--- src/rtl/dbus_pkg.sv ---
// Shared types and constants for the data-bus arbiter and its helpers.
package dbus_pkg;

  localparam int ADDR_W = 32;
  localparam int DATA_W = 32;
  localparam int STRB_W = 4;

  typedef enum logic {
    IDLE = 1'b0,
    WAIT = 1'b1
  } state_t;

  // last_grant starts on the highest port so port 0 wins the first round.
  function automatic int last_grant_rst(input int num_ports);
    return num_ports - 1;
  endfunction

endpackage

--- src/rtl/rr_picker.sv ---
// Combinational round-robin picker: first set bit of pending after last_grant, with wrap-around.
module rr_picker #(
  parameter int NUM_PORTS = 2,
  parameter int IDX_W     = (NUM_PORTS > 1) ? $clog2(NUM_PORTS) : 1
) (
  input  logic [NUM_PORTS-1:0] pending,
  input  logic [IDX_W-1:0]     last_grant,
  output logic [IDX_W-1:0]     grant,
  output logic                 any_pending
);

  always_comb begin
    int   idx;
    logic found;
    grant = '0;
    found = 1'b0;
    idx   = 0;
    for (int i = 1; i <= NUM_PORTS; i++) begin
      idx = (int'(last_grant) + i) % NUM_PORTS;
      if (!found && pending[IDX_W'(idx)]) begin
        grant = IDX_W'(idx);
        found = 1'b1;
      end
    end
  end

  assign any_pending = |pending;

endmodule

--- src/rtl/dbus_arbiter.sv ---
// Round-robin arbiter sharing one single-outstanding data-memory port between NUM_PORTS
// pulse-protocol requesters, with an optional watchdog for transactions that never complete.
module dbus_arbiter
  import dbus_pkg::*;
#(
  parameter int NUM_PORTS = 2,
  parameter int TIMEOUT   = 256
) (
  input  logic                        clk,
  input  logic                        reset,
  input  logic [NUM_PORTS-1:0]        req_valid,
  input  logic [NUM_PORTS-1:0]        req_wen,
  input  logic [ADDR_W*NUM_PORTS-1:0] req_addr,
  input  logic [DATA_W*NUM_PORTS-1:0] req_wdata,
  input  logic [STRB_W*NUM_PORTS-1:0] req_wstrb,
  output logic [NUM_PORTS-1:0]        resp_ready,
  output logic [NUM_PORTS-1:0]        resp_err,
  output logic [DATA_W-1:0]           resp_rdata,
  output logic                        mem_valid,
  output logic                        mem_wen,
  output logic [ADDR_W-1:0]           mem_addr,
  output logic [DATA_W-1:0]           mem_wdata,
  output logic [STRB_W-1:0]           mem_wstrb,
  input  logic                        mem_ready,
  input  logic [DATA_W-1:0]           mem_rdata
);

  // Handshake: req_valid[p] is a one-cycle pulse, latched into slot p unless that slot is
  // already pending; resp_ready[p] is a one-cycle pulse with resp_rdata/resp_err. Downstream,
  // mem_valid pulses once per transaction and mem_ready pulses once when it completes.

  localparam int IDX_W = $clog2(NUM_PORTS);
  localparam int CNT_W = ($clog2(TIMEOUT + 1) > 0) ? $clog2(TIMEOUT + 1) : 1;
  localparam logic [CNT_W-1:0] TO_LAST  = CNT_W'((TIMEOUT > 0) ? TIMEOUT - 1 : 0);
  localparam logic [IDX_W-1:0] LAST_RST = IDX_W'(last_grant_rst(NUM_PORTS));

  state_t state, state_nx;

  logic [NUM_PORTS-1:0]        pending, clr_vec, set_vec;
  logic [NUM_PORTS-1:0]        resp_ready_nx, resp_err_nx;
  logic [NUM_PORTS-1:0]        slot_wen;
  logic [ADDR_W*NUM_PORTS-1:0] slot_addr;
  logic [DATA_W*NUM_PORTS-1:0] slot_wdata;
  logic [STRB_W*NUM_PORTS-1:0] slot_wstrb;
  logic [IDX_W-1:0]            last_grant, grant_q, pick;
  logic [CNT_W-1:0]            cnt;
  logic                        any_pending, issue, done_ok, done_to, retire;

  rr_picker #(
    .NUM_PORTS (NUM_PORTS),
    .IDX_W     (IDX_W)
  ) u_picker (
    .pending     (pending),
    .last_grant  (last_grant),
    .grant       (pick),
    .any_pending (any_pending)
  );

  always_ff @(posedge clk or posedge reset) begin
    if (reset) state <= IDLE;
    else       state <= state_nx;
  end

  always_comb begin
    state_nx = state;
    case (state)
      IDLE:    if (issue)  state_nx = WAIT;
      WAIT:    if (retire) state_nx = IDLE;
      default: state_nx = IDLE;
    endcase
  end

  // A response clearing pending[p] and a new pulse on p at the same edge: the new one is kept.
  always_comb begin
    issue         = (state == IDLE) && any_pending;
    done_ok       = (state == WAIT) && mem_ready;
    done_to       = (TIMEOUT != 0) && (state == WAIT) && !mem_ready && (cnt == TO_LAST);
    retire        = done_ok || done_to;
    clr_vec       = retire ? (NUM_PORTS'(1) << grant_q) : '0;
    set_vec       = req_valid & (~pending | clr_vec);
    resp_ready_nx = clr_vec;
    resp_err_nx   = done_to ? clr_vec : '0;
  end

  always_ff @(posedge clk or posedge reset) begin
    if (reset) begin
      pending    <= '0;
      slot_wen   <= '0;
      slot_addr  <= '0;
      slot_wdata <= '0;
      slot_wstrb <= '0;
      last_grant <= LAST_RST;
      grant_q    <= '0;
      cnt        <= '0;
      mem_valid  <= 1'b0;
      mem_wen    <= 1'b0;
      mem_addr   <= '0;
      mem_wdata  <= '0;
      mem_wstrb  <= '0;
      resp_ready <= '0;
      resp_err   <= '0;
      resp_rdata <= '0;
    end else begin
      pending    <= (pending & ~clr_vec) | set_vec;
      mem_valid  <= issue;
      resp_ready <= resp_ready_nx;
      resp_err   <= resp_err_nx;
      for (int p = 0; p < NUM_PORTS; p++) begin
        if (set_vec[p]) begin
          slot_wen[p]                     <= req_wen[p];
          slot_addr[p*ADDR_W +: ADDR_W]   <= req_addr[p*ADDR_W +: ADDR_W];
          slot_wdata[p*DATA_W +: DATA_W]  <= req_wdata[p*DATA_W +: DATA_W];
          slot_wstrb[p*STRB_W +: STRB_W]  <= req_wstrb[p*STRB_W +: STRB_W];
        end
      end
      if (issue) begin
        grant_q   <= pick;
        cnt       <= '0;
        mem_wen   <= slot_wen[pick];
        mem_addr  <= slot_addr[int'(pick)*ADDR_W +: ADDR_W];
        mem_wdata <= slot_wdata[int'(pick)*DATA_W +: DATA_W];
        mem_wstrb <= slot_wstrb[int'(pick)*STRB_W +: STRB_W];
      end else if (state == WAIT && !mem_ready) begin
        cnt <= cnt + CNT_W'(1);
      end
      if (done_ok)      resp_rdata <= mem_rdata;
      else if (done_to) resp_rdata <= '0;
      if (retire) last_grant <= grant_q;
    end
  end

endmodule

--- config.mk ---
export PLATFORM = sky130hd
export DESIGN_NAME = dbus_arbiter
export DESIGN_NICKNAME = d
export VERILOG_FILES = /design/src/rtl/dbus_pkg.sv /design/src/rtl/rr_picker.sv /design/src/rtl/dbus_arbiter.sv
export SDC_FILE = /design/constraint.sdc
export NUM_CORES = 1
export LEC_CHECK = 0
export BUFFER_PORTS_ARGS = -buffer_cell sky130_fd_sc_hd__buf_2
export CORE_MARGIN = 1.5
export CORE_UTILIZATION = 44
export CTS_CLUSTER_DIAMETER = 200
export DETAILED_ROUTE_END_ITERATION = 8
export PLACE_DENSITY = 0.77
export SLEW_MARGIN = 20
export SYNTH_ARGS = -nofsm -noshare
export SYNTH_HDL_FRONTEND = slang
export SYNTH_HIERARCHICAL = 1
export SYNTH_SLANG_ARGS = --single-unit
--- constraint.sdc ---
create_clock -name clk -period 7.3 [get_ports clk]
set_clock_uncertainty 0.15 [all_clocks]
set_input_delay 0.365 -clock clk [delete_from_list [all_inputs] [get_ports clk]]
set_output_delay 0.365 -clock clk [all_outputs]
set_load 0.01 [all_outputs]
==> metrics.log <==
INFO  metric die_height = 163.0 um
INFO  metric power_switching_share = 35.94%
INFO  metric power.total = 6.512 mW
INFO  metric yosys-top-cells-area = sky130_fd_sc_hd__dfrtp_1 (57%), sky130_fd_sc_hd__o211ai_1 (9.3%), sky130_fd_sc_hd__mux2i_1 (6.4%)
INFO  metric synth-xor-area-share = 0%
INFO  metric crit_path_top_delay_cell = sky130_fd_sc_hd__nand2b_4
INFO  metric hold_path_end = resp_ready[1]$_DFF_PP0_
INFO  metric tritoncts.num_buffers = 28
INFO  metric worst-r2r-setup-slack = 4.11 ns
INFO  metric tritoncts = yes
INFO  metric final_setup_tns = 0 ns
INFO  metric ir_drop = 0.2201 mV
INFO  metric clkSinkCount = 258
INFO  metric share_comb_of_total_power = 36.4%
INFO  metric cts_buffer_depth = 3
INFO  metric design.portCount = 281
INFO  metric depth_of_the_cts_h_tree = 1
INFO  metric syn-instance-count = 985
INFO  metric first_iter_violations = 745
INFO  metric final_net_count = 1,570
INFO  metric route.vias.total = 9,470
INFO  metric finish.instance_area = 15,620 um^2
INFO  metric synth.distinct_cells = 32
INFO  metric post_cts.repair.setup_buffers = 0
INFO  metric area_delta_synth_final = 38.72%
INFO  metric report.final.hold_viol_count = 0
INFO  metric cp_max_fo = 97
INFO  metric worst_slew_margin_rel = 32.90%
INFO  metric effective_utilization_at_floorplan = 44.83%
INFO  metric leakagePower = 7.196 nW
INFO  metric max_frequency = 313.2 MHz
INFO  metric root_buffer = sky130_fd_sc_hd__clkbuf_16
INFO  metric switchingPower = 2.341 mW
INFO  metric post_synthesis_mux_area_share = 13.40%
INFO  metric yosysWarningCount = 6
INFO  metric core_area = 25,110 um^2
INFO  metric report.final.slew_viol_count = 0
INFO  metric design.die.area = 26,550 um^2
INFO  metric postCtsResizedCells = 0
INFO  metric crit_buf_inv = 3
INFO  metric grt_setup_unrepaired = no
INFO  metric detail_route.wirelength = 32,470 um
INFO  metric synth_top_family_by_area = compound AO/OA/AOI/OAI gates
INFO  metric netlist_area = 11,260 um^2
INFO  metric worst_hold_path_stage_count = 3
INFO  metric postSynthRegisterBits = 258
INFO  metric fillCellCount = 1,920
INFO  metric final-setup-viol-count = 0
INFO  metric synth_top_area_cell = sky130_fd_sc_hd__dfrtp_1
INFO  metric slowest_delay = 0.65 ns
INFO  metric detail-route-antenna-nets = 0
INFO  metric final_cycle_utilization_of_the_critical_path = 43.74%
INFO  metric firstDrtPassIters = 7
INFO  metric postSynthNetCount = 1,162
INFO  metric fin_crit = 3.193 ns
INFO  metric clk_pin_slew_worst_paths = 0.06 ns
INFO  metric yosysSeqAreaShare = 57.36%
INFO  metric crit-reg2reg-capture = cnt[2]$_DFFE_PP0P_
INFO  metric netlist.area_leader.share = 57.13%
INFO  metric avgViaCountPerCell = 5.424
INFO  metric rows = 58
INFO  metric die_w = 163.0 um
INFO  metric status = finished clean
INFO  metric internal_power = 4.171 mW
INFO  metric grt_remaining_overflow = 0
INFO  metric cp_top_family = buffers and inverters
INFO  metric initial_antenna_violation_count = 1
INFO  metric gr-usage-met1 = 30.35%
INFO  metric depth_of_the_worst_register_to_register_path = 7
INFO  metric detailed_place_hpwl = 17,530 um
INFO  metric seq_area = 6460 um^2
INFO  metric synth-adder-area-share = 0.2223%
INFO  metric power.density = 417.0 nW/um^2
INFO  metric layout_commonest_cell = sky130_fd_sc_hd__buf_2
INFO  metric endpoint_kind = flop
INFO  metric grt_start_max_net_pins = 156
INFO  metric synth_compound_area_share = 15.79%
INFO  metric critical_path.startpoint_type = flop
INFO  metric worst_ep_required_time = 7.60 ns
INFO  metric power_frac_seq = 39.7%
INFO  metric grt_pass1_vias = 9,743
INFO  metric worstPathCellList = buf_4 > or2_1 > nand2b_4 > buf_4 > inv_1 > mux2_2 > mux2i_1
INFO  metric grt_usage = 24.33%
INFO  metric detail_route.drc_violations = 0
INFO  metric post_synth.cell_area_avg = 11.43 um^2
INFO  metric global_route.peak_usage_layer = met2
INFO  metric global_routing_met3_resource_utilization = 3.769%
INFO  metric globalRouteMet2Util = 42.38%
INFO  metric crit_type = flop to flop
INFO  metric power_frac_clock = 23.9%
INFO  metric layout.cells.most_common_list = sky130_fd_sc_hd__buf_2 (279), sky130_fd_sc_hd__dfrtp_1 (255), sky130_fd_sc_hd__dlygate4sd3_1 (172)
INFO  metric placed_cell_area = 12,860 um^2
INFO  metric average_routed_wire_per_standard_cell = 18.60 um
INFO  metric critical-path-top-cell-by-count = sky130_fd_sc_hd__buf_4
INFO  metric cp_data_arrival_time = 3.49 ns
INFO  metric worst-slew-pin-transition = 1.006 ns
INFO  metric last_weighted_congestion_value_of_the_routability_driven_placer = 0.7634
INFO  metric port_buffers = 280
INFO  metric area_fraction_in_and_or_nand_and_nor_cells_after_synthesis = 9.792%
INFO  metric critical_path.reg2reg.startpoint = pending[0]$_DFF_PP0_
INFO  metric max-cap-violations = 0
INFO  metric final_layout_size_suffix_gt1_share = 29.19%
INFO  metric clock_latency = 0.53 ns
INFO  metric worst_hold_path_type = input pin to flop
INFO  metric min-delay-start = mem_ready
INFO  metric global_route_wire_length_before_repair = 51,360 um
INFO  metric area_occupied_by_multi_input_gates = 4449 um^2
[sequential cells by signal (all words and copies together) (netlist names), 4 cells and up]
signal / cells
cnt: 9
mem_addr: 32
mem_wdata: 32
mem_wstrb: 4
resp_rdata: 32
slot_addr: 64
slot_wdata: 64
slot_wstrb: 8
[worst max path at each step]
stage | startpoint | endpoint | slack, ns | cells past startpoint
2_1_floorplan | reset | cnt[0]$_DFFE_PP0P_ | 3.39 | 1
6_report | pending[0]$_DFF_PP0_ | cnt[2]$_DFFE_PP0P_ | 4.11 | 7
4_1_cts | pending[0]$_DFF_PP0_ | cnt[2]$_DFFE_PP0P_ | 4.04 | 7
3_5_place_dp | pending[0]$_DFF_PP0_ | cnt[2]$_DFFE_PP0P_ | 4.08 | 7
3_3_place_gp | pending[0]$_DFF_PP0_ | cnt[2]$_DFFE_PP0P_ | 4.09 | 7
5_1_grt | pending[0]$_DFF_PP0_ | cnt[2]$_DFFE_PP0P_ | 3.82 | 7
[metal layers]
| layer | vias up | share of wire [%] |
|---|---|---|
| li1 | 4332 | - |
| met1 | 4709 | 41 |
| met2 | 331 | 51 |
| met3 | 96 | 5.0 |
| met4 | 2 | 3.6 |
| met5 | - | 0.040 |
[cell type report]
cell class / instances / share of cell area, %
sequential: 258 / 41.37
multi-input combinational: 636 / 28.49
timing repair buffer: 464 / 20.74
clock buffer: 38 / 5.312
tap: 330 / 2.644
clock inverter: 14 / 1.282
inverter: 5 / 0.1442
antenna: 1 / 0.01602
[power groups by stage]
stage	Combinational [mW]	Clock, mW	Sequential [mW]
floorplan	1.47	0	2.60
global placement	2.16	0	2.55
detailed placement	2.27	0	2.57
CTS	2.35	1.58	2.56
global route	2.62	1.64	2.66
finish	2.37	1.56	2.59
[Yosys cell counts (all sizes together)]
| library cell | number |
|---|---|
| a21boi | 1 |
| a21o | 1 |
| a21oi | 2 |
| a22o | 33 |
| and2 | 1 |
| and3 | 1 |
| buf | 31 |
| clkbuf | 55 |
| dfrtp | 257 |
| dfstp | 1 |
| ha | 2 |
| inv | 5 |
| mux2 | 70 |
| mux2i | 72 |
| nand2 | 146 |
| nand2b | 71 |
| nand3 | 4 |
| nand4 | 3 |
| nor2 | 5 |
| nor2b | 2 |
| o211ai | 140 |
| o21a | 1 |
| o21ai | 73 |
| o2bb2ai | 1 |
| o31ai | 3 |
| or2 | 2 |
| or4 | 2 |
[per-stage QoR]
step                util, %  worst slack (ns)  hold slack [ns]  cells
finish                62.19             4.107           0.1318   1746
global placement      51.15             4.091           0.3093   1520
detailed placement    51.21             4.076           0.3147   1521
floorplan                 -             3.386           0.2893    985
CTS                   62.17             4.043           0.1076   1745
global route          62.18             3.818           0.1345   1745
[repair_timing]
| item | 4_1_cts | 5_1_grt |
|---|---|---|
| setup endpoints to repair | 0 | 0 |
| endpoints found under the hold margin | 198 | 0 |
| hold buffers | 172 | 0 |
[cell families (layout without fill, tap and decap cells)]
logic type / Yosys count / in the layout
and+or+nand+nor: 237 / 237
other: 0 / 1
muxes: 142 / 142
buffers and inverters: 91 / 521
DFF: 258 / 258
adders and majority gates: 2 / 2
AOI/OAI and AO/OA: 255 / 255
[worst min-delay path, stage by stage]
cell	delay (ns)
sky130_fd_sc_hd__buf_2	0.17
sky130_fd_sc_hd__o211ai_2	0.16
sky130_fd_sc_hd__inv_1	0.08
Note: power is estimated with default switching activity, not from simulation.
